`src/rtl/intr_pkg_6801.sv`:
```
// ============================================================================
// intr_pkg_6801 : interrupt sequencer command type and decode helper
// Revision 1.0
// ============================================================================
`default_nettype none

package intr_pkg_6801;

  typedef enum logic [2:0] {
    cmd_latch     = 3'd0,
    cmd_ack_nmi   = 3'd1,
    cmd_ack_irq   = 3'd2,
    cmd_clear_all = 3'd3,
    cmd_arm_nmi   = 3'd4
  } intr_cmd_type;

  // Any encoding outside the defined set behaves as a no-op latch.
  function automatic intr_cmd_type decode_cmd(input logic [2:0] raw);
    case (raw)
      3'd1:    decode_cmd = cmd_ack_nmi;
      3'd2:    decode_cmd = cmd_ack_irq;
      3'd3:    decode_cmd = cmd_clear_all;
      3'd4:    decode_cmd = cmd_arm_nmi;
      default: decode_cmd = cmd_latch;
    endcase
  endfunction

endpackage

`default_nettype wire

```
`src/rtl/intr_sync_6801.sv`:
```
// ============================================================================
// intr_sync_6801 : STAGES-deep synchroniser, resets to 1 (inactive-high line)
// Revision 1.0
// ============================================================================
`default_nettype none

module intr_sync_6801 #(
  parameter int STAGES = 2
) (
  input  logic clk,
  input  logic reset_n,
  input  logic d,
  output logic q
);

  logic [STAGES-1:0] sync_q;
  logic [STAGES-1:0] sync_d;

  always_comb begin
    sync_d = STAGES'({sync_q, d});
  end

  always_ff @(posedge clk or negedge reset_n) begin
    if (!reset_n) begin
      sync_q <= '1;
    end else begin
      sync_q <= sync_d;
    end
  end

  assign q = sync_q[STAGES-1];

endmodule

`default_nettype wire

```
`src/rtl/intr_latch_6801.sv`:
```
// ============================================================================
// intr_latch_6801 : NMI + N_IRQ interrupt request latch with fixed priority.
// Optional INTR_NMI_ARM_EN adds an NMI arm flop set by cmd_arm_nmi.
// Revision 1.0
// ============================================================================
`default_nettype none

module intr_latch_6801
  import intr_pkg_6801::*;
#(
  parameter int               N_IRQ       = 4,
  parameter int               SYNC_STAGES = 2,
  parameter logic [N_IRQ-1:0] EDGE_MASK   = '0
) (
  input  logic                                         clk,
  input  logic                                         reset_n,
  input  logic                                         hold,
  input  logic                                         nmi_n,
  input  logic [N_IRQ-1:0]                             irq_n,
  input  logic                                         i_mask,
  input  intr_cmd_type                                 int_cmd,
  output logic                                         nmi_req,
  output logic                                         irq_req,
  output logic [((N_IRQ > 1) ? $clog2(N_IRQ) : 1)-1:0] irq_id,
  output logic [N_IRQ-1:0]                             irq_pend
);

  localparam int IDW = (N_IRQ > 1) ? $clog2(N_IRQ) : 1;

  function automatic logic [IDW-1:0] prio_enc(input logic [N_IRQ-1:0] p);
    prio_enc = '0;
    for (int i = N_IRQ - 1; i >= 0; i--) begin
      if (p[i]) prio_enc = IDW'(i);
    end
  endfunction

  logic             nmi_s;
  logic [N_IRQ-1:0] irq_s;

  intr_sync_6801 #(.STAGES(SYNC_STAGES)) u_sync_nmi (
    .clk     (clk),
    .reset_n (reset_n),
    .d       (nmi_n),
    .q       (nmi_s)
  );

  generate
    for (genvar gi = 0; gi < N_IRQ; gi++) begin : g_irq_sync
      intr_sync_6801 #(.STAGES(SYNC_STAGES)) u_sync_irq (
        .clk     (clk),
        .reset_n (reset_n),
        .d       (irq_n[gi]),
        .q       (irq_s[gi])
      );
    end
  endgenerate

  logic             nmi_hist_q, nmi_hist_d;
  logic             nmi_pend_q, nmi_pend_d;
  logic [N_IRQ-1:0] irq_hist_q, irq_hist_d;
  logic [N_IRQ-1:0] irq_pend_q, irq_pend_d;
  logic [IDW-1:0]   irq_id_w;
  logic             nmi_armed;
  intr_cmd_type     cmd;
  logic             do_ack_nmi, do_ack_irq, do_clear_all;
  logic             nmi_fall;
  logic [N_IRQ-1:0] irq_fall;

  assign irq_id_w = prio_enc(irq_pend_q);

  // Commands are only honoured outside hold.
  always_comb begin
    cmd          = decode_cmd(int_cmd);
    do_ack_nmi   = !hold && (cmd == cmd_ack_nmi);
    do_ack_irq   = !hold && (cmd == cmd_ack_irq);
    do_clear_all = !hold && (cmd == cmd_clear_all);
  end

`ifdef INTR_NMI_ARM_EN
  logic nmi_armed_q, nmi_armed_d;

  always_comb begin
    nmi_armed_d = nmi_armed_q;
    if (!hold && (cmd == cmd_arm_nmi)) nmi_armed_d = 1'b1;
  end

  always_ff @(posedge clk or negedge reset_n) begin
    if (!reset_n) begin
      nmi_armed_q <= 1'b0;
    end else begin
      nmi_armed_q <= nmi_armed_d;
    end
  end

  assign nmi_armed = nmi_armed_q;
`else
  assign nmi_armed = 1'b1;
`endif

  always_comb begin
    nmi_fall = nmi_hist_q & ~nmi_s & nmi_armed;
    irq_fall = irq_hist_q & ~irq_s & EDGE_MASK;

    nmi_hist_d = hold ? nmi_hist_q : nmi_s;
    irq_hist_d = hold ? irq_hist_q : irq_s;

    // Clear first, then set, so a fresh edge survives a same-cycle ack.
    nmi_pend_d = nmi_pend_q;
    if (!hold) begin
      if (do_ack_nmi || do_clear_all) nmi_pend_d = 1'b0;
      if (nmi_fall)                   nmi_pend_d = 1'b1;
    end

    irq_pend_d = irq_pend_q;
    if (!hold) begin
      for (int i = 0; i < N_IRQ; i++) begin
        if (EDGE_MASK[i]) begin
          if (do_clear_all || (do_ack_irq && (irq_id_w == IDW'(i)))) irq_pend_d[i] = 1'b0;
          if (irq_fall[i]) irq_pend_d[i] = 1'b1;
        end else begin
          irq_pend_d[i] = ~irq_s[i];
        end
      end
    end
  end

  always_ff @(posedge clk or negedge reset_n) begin
    if (!reset_n) begin
      nmi_hist_q <= 1'b1;
      nmi_pend_q <= 1'b0;
      irq_hist_q <= '1;
      irq_pend_q <= '0;
    end else begin
      nmi_hist_q <= nmi_hist_d;
      nmi_pend_q <= nmi_pend_d;
      irq_hist_q <= irq_hist_d;
      irq_pend_q <= irq_pend_d;
    end
  end

  assign nmi_req  = nmi_pend_q;
  assign irq_pend = irq_pend_q;
  assign irq_id   = irq_id_w;
  assign irq_req  = (|irq_pend_q) & ~i_mask;

endmodule

`default_nettype wire

```
`config.mk`:
```
export PLATFORM = sky130hd
export DESIGN_NAME = intr_latch_6801
export DESIGN_NICKNAME = d
export VERILOG_FILES = /design/src/rtl/intr_pkg_6801.sv /design/src/rtl/intr_sync_6801.sv /design/src/rtl/intr_latch_6801.sv
export SDC_FILE = /design/constraint.sdc
export NUM_CORES = 1
export LEC_CHECK = 0
export BUFFER_PORTS_ARGS = -buffer_cell sky130_fd_sc_hd__buf_2
export CAP_MARGIN = 25
export CORE_AREA = 3 3 40 42
export CTS_CLUSTER_SIZE = 12
export DETAILED_ROUTE_END_ITERATION = 12
export DIE_AREA = 0 0 43 45
export PLACE_DENSITY_LB_ADDON = 0.05
export SLEW_MARGIN = 20
export SYNTH_ARGS = -nofsm -noshare
export SYNTH_HDL_FRONTEND = slang
export SYNTH_SLANG_ARGS = --single-unit
```
`constraint.sdc`:
```
create_clock -name clk -period 1.5 [get_ports clk]
set_input_delay 0.075 -clock clk [delete_from_list [all_inputs] [get_ports clk]]
set_output_delay 0.075 -clock clk [all_outputs]
set_load 0.05 [all_outputs]
```
[Word level (Yosys, flattened, before mapping)]
Cells that the tools add are included.
Storage, ports and cells
  bits in registers: 16
  output and inout port bits: 8
  logic and storage cells: 37
Operators by class
  eq/ne operators: 6
  multiplexer cells: 7
  bitwise operators: 9
  reduce and logical (&&, ||, !) cells: 7
Operator list (number)
  3-bit case mux with 4 select lines: 1
  3-bit by 2-bit == test with 1-bit output, second input constant: 3
  2-bit two-way mux: 4
  1-bit inverter: 7
  3-bit by 1-bit == test with 1-bit output, second input constant: 2
  4-bit OR reduction: 1
  3-bit == test, second input constant: 1
  1-bit AND: 2
  1-bit logical AND: 2
  1-bit two-way mux: 2
  2-bit AND reduction: 1
  2-bit nonzero test: 1
  1-bit logical NOT: 1
  1-bit logical OR: 1

[Depth between registers and ports, before layout]
  depth after elaboration: 7
  mapped depth: 3

[Modules after synthesis]
Synthesis repeated with hierarchy kept, for this count alone.
Unflattened totals
  cell total of the unflattened synthesis: 34
  area total of the unflattened synthesis: 529.3 sq um
By module, submodules not included
  intr_latch_6801: times used 1, cells each 24, area an instance 266.5 sq um
  intr_sync_6801: times used 5, cells each 2, area an instance 52.6 sq um

[Worst setup path before layout]
No wires, ideal clock.
  path kind: flip-flop to output port
  from: register irq_pend_q[3], in the netlist irq_pend[3]
  to: output irq_id[1] in the netlist's numbering
  arrival time: 1822 ps
  slack: -397 ps
  cell stages (with the launch flop): 3
  path buffers: 0
  cell sequence: dfrtp_1 > nor2_1 > nor3_1
Between the ends
  word-level cells in the longest chain between the ends: 4
Ends and longest elaborated chain
  from (decl): RTL line intr_latch_6801.sv:61  | logic [N_IRQ-1:0] irq_pend_q, irq_pend_d;
  from (signal assigned): RTL line intr_latch_6801.sv:137  | irq_pend_q <= irq_pend_d;
  2-bit two-way mux (4 in a row): RTL line intr_latch_6801.sv:33  | if (p[i]) prio_enc = IDW'(i);
  to (decl): RTL line intr_latch_6801.sv:24  | output logic [((N_IRQ > 1) ? $clog2(N_IRQ) : 1)-1:0] irq_id,
Every way passes these cells.

[Final worst setup path]
  from: register irq_pend_q[3], in the netlist irq_pend[3]
  to: output irq_req
Between the ends
  word-level cells in the longest chain between the ends: 2
Ends and longest elaborated chain
  4-bit OR reduction: RTL line intr_latch_6801.sv:144  | assign irq_req = (|irq_pend_q) & ~i_mask;
  1-bit AND: RTL line intr_latch_6801.sv:144
  to (decl): RTL line intr_latch_6801.sv:23  | output logic irq_req,
Every way passes these cells.

==> results.cfg <==
[final_layout]
area_delta_synth_final_pct = 39.48
drive_gt1_frac = 0.6066
fin_nets = 74
post-route-util = 0.5745
diodes = 0
fin_cells = 76
final_common_cell = buf_2
layout_common_cells = buf_2, dfstp_2, dlygate4sd3_1, dfrtp_1, clkbuf_4
num-fill-cells = 108
seq_area_um2 = 414.1
multi_input_area_um2 = 111.4

[sta]
finalCritPeriodShare = 0.8760
rsz0062_at_grt = false
relSlewSlack = 0.7769
max_freq_mhz = 761.0
tightest_slew_ns = 0.3347
fin_skew_ns = 0.005147
hold_ws_ns = 0.1029
hold_viol_final = 0
slew_viol_final = 0
setup_slack_ns = 0.1860
min_period_ns = 1.314
setup_viol_count_final = 0

[pwr]
p_seq_frac = 0.527
peakVddDrop_v = 0.0006702
clkPwrFrac = 0.282
switching_share = 0.2778
p_per_area_mw_per_mm2 = 1269
internal_power_w = 0.0006768
switching_power_w = 0.0002604
p_leak_nw = 0.3447
combPwrFrac = 0.191

[logic_synthesis]
synth_nets = 46
avgSynthCellArea_um2 = 15.57
ys_ff_latch = 16
ys_seq_area_frac = 0.7825
synth_cell_types = 15
postSynthCellCount = 34
syn_area_um2 = 529.3
yosys_warnings = 0

[placement]
placed_cells = 66
dpl.hpwl_um = 665.9
io_buffers = 18
gp_congestion = 0.7851
pre_cts_ws_ns = 0.4667

[worst_setup_path]
cp-end-kind = primary output
cp-start-kind = flop
crit_required_ns = 1.42
arrival_ns = 1.24
reg2reg_depth = 2
critPathMaxFanout = 4
critical_path_class = reg2out
r2r_slack_ns = 0.65

[global_routing]
grt_use_total = 0.1026
overflow = 0
grt_start_max_net_pins = 17
grt_pass1_vias = 345
antenna_found_initial = 0
grt_pass1_wl_um = 1449

[floorplan]
core_region_area_mm2 = 0.001285
die_area_mm2 = 0.001935
io_pins = 20
die-height_um = 45
die_w_um = 43
start_util = 0.4119
rows = 13

[detailed_routing]
vias_per_cell = 4.329
drc = 0
drt-pass1-iter-count = 1
via_count = 329
drt_iter0_markers = 0
wl_per_cell_um = 11.17
drt-total-wl_um = 849
drtAntennaViolNets = 0

[job]
drv_cap = 0

[clock_network]
clkSinkCount = 16
cts_tree = yes
path_clk_slew_ns = 0.09
htree_levels = 1
numCtsBuffers = 3
cts_setup_buffers = 0
root_buffer = clkbuf_4
cts_buffer_depth = 2
clock_latency_ns = 0.27

[worst_hold_path]
hold_depth = 2
hp-class = in2reg

[outcome]
status = finished clean
[Yosys cell counts, drive strengths merged]
cell | instances | share of area
nand2 | 2 | 0.014
nor2 | 2 | 0.014
a22o | 1 | 0.017
buf | 1 | 0.021
dfstp | 11 | 0.55
a31oi | 1 | 0.012
a21oi | 1 | 0.0094
or3b | 1 | 0.017
mux2 | 1 | 0.021
dfrtp | 5 | 0.24
mux2i | 2 | 0.038
nor3 | 1 | 0.0094
o21ai | 2 | 0.019
inv | 2 | 0.014
nand2b | 1 | 0.012
[logic make-up after synthesis]
group,share of synthesized area
muxes,0.05910
buffers and inverters,0.03546
AOI/OAI and AO/OA,0.05674
DFF,0.7825
and+or+nand+nor,0.06621
[layout make-up]
type	count	share of cell area
flip-flops and latches	16	0.5610
well taps	15	0.02542
multi-input cells	15	0.1508
clock buffers	4	0.04915
inverters	2	0.01017
repair buffers	24	0.2034
[sequential cells by signal, indices dropped and copies added, names as in the netlist]
name                          count
g_irq_sync.u_sync_irq.sync_q      8
irq_pend                          4
nmi_hist_q                        1
nmi_req                           1
u_sync_nmi.sync_q                 2
[power by group through the flow]
| stage | Combinational [W] | Sequential (W) | Clock [W] |
|---|---|---|---|
| after floorplan | 0.0000661 | 0.000554 | 0 |
| after global placement | 0.000165 | 0.000499 | 0 |
| after detailed placement | 0.000169 | 0.000503 | 0 |
| after CTS | 0.000181 | 0.000495 | 0.000269 |
| after global routing | 0.000189 | 0.000500 | 0.000304 |
| final | 0.000179 | 0.000494 | 0.000264 |
[routing by layer]
metal / track usage / part of all wire
met1: 0.1198 / 0.40
met2: 0.1766 / 0.51
met3: 0.03586 / 0.093
met4: 0.03614 / 0
met5: 0 / 0
[worst max-delay path, stage by stage (launching register included)]
cell     delay, ns
dfrtp_1       0.41
nor2_1        0.22
a31oi_2       0.11
buf_2         0.22
[stage by stage]
stage / area [um2] / TNS (ns) / power, W
floorplan: 544.3 / -0.0007137 / 0.0006197
global placement: 641.9 / 0 / 0.0006634
detailed placement: 641.9 / 0 / 0.0006720
CTS: 738.2 / 0 / 0.0009451
global route: 738.2 / 0 / 0.0009928
finish: 738.2 / 0 / 0.0009372
[what timing repair did]
item,CTS,global route
hold buffers,6,0
hold endpoints to repair,21,0
gates resized for setup,0,0
[path summary, 6_finish.rpt]
path                                                         startpoint                                           end
hold reg to reg            g_irq_sync[0].u_sync_irq.sync_q[0]$_DFF_PN1_  g_irq_sync[0].u_sync_irq.sync_q[1]$_DFF_PN1_
min in group asynchronous                                       reset_n                           nmi_req$_DFFE_PN0P_
max in group asynchronous                                       reset_n  g_irq_sync[2].u_sync_irq.sync_q[0]$_DFF_PN1_
setup / recovery                                irq_pend[3]$_DFFE_PN0N_                                       irq_req
hold / removal                                                     hold                       irq_pend[3]$_DFFE_PN0N_
setup reg to reg                         u_sync_nmi.sync_q[1]$_DFF_PN1_                           nmi_req$_DFFE_PN0P_
No activity file was read; power rests on OpenSTA's default activity.
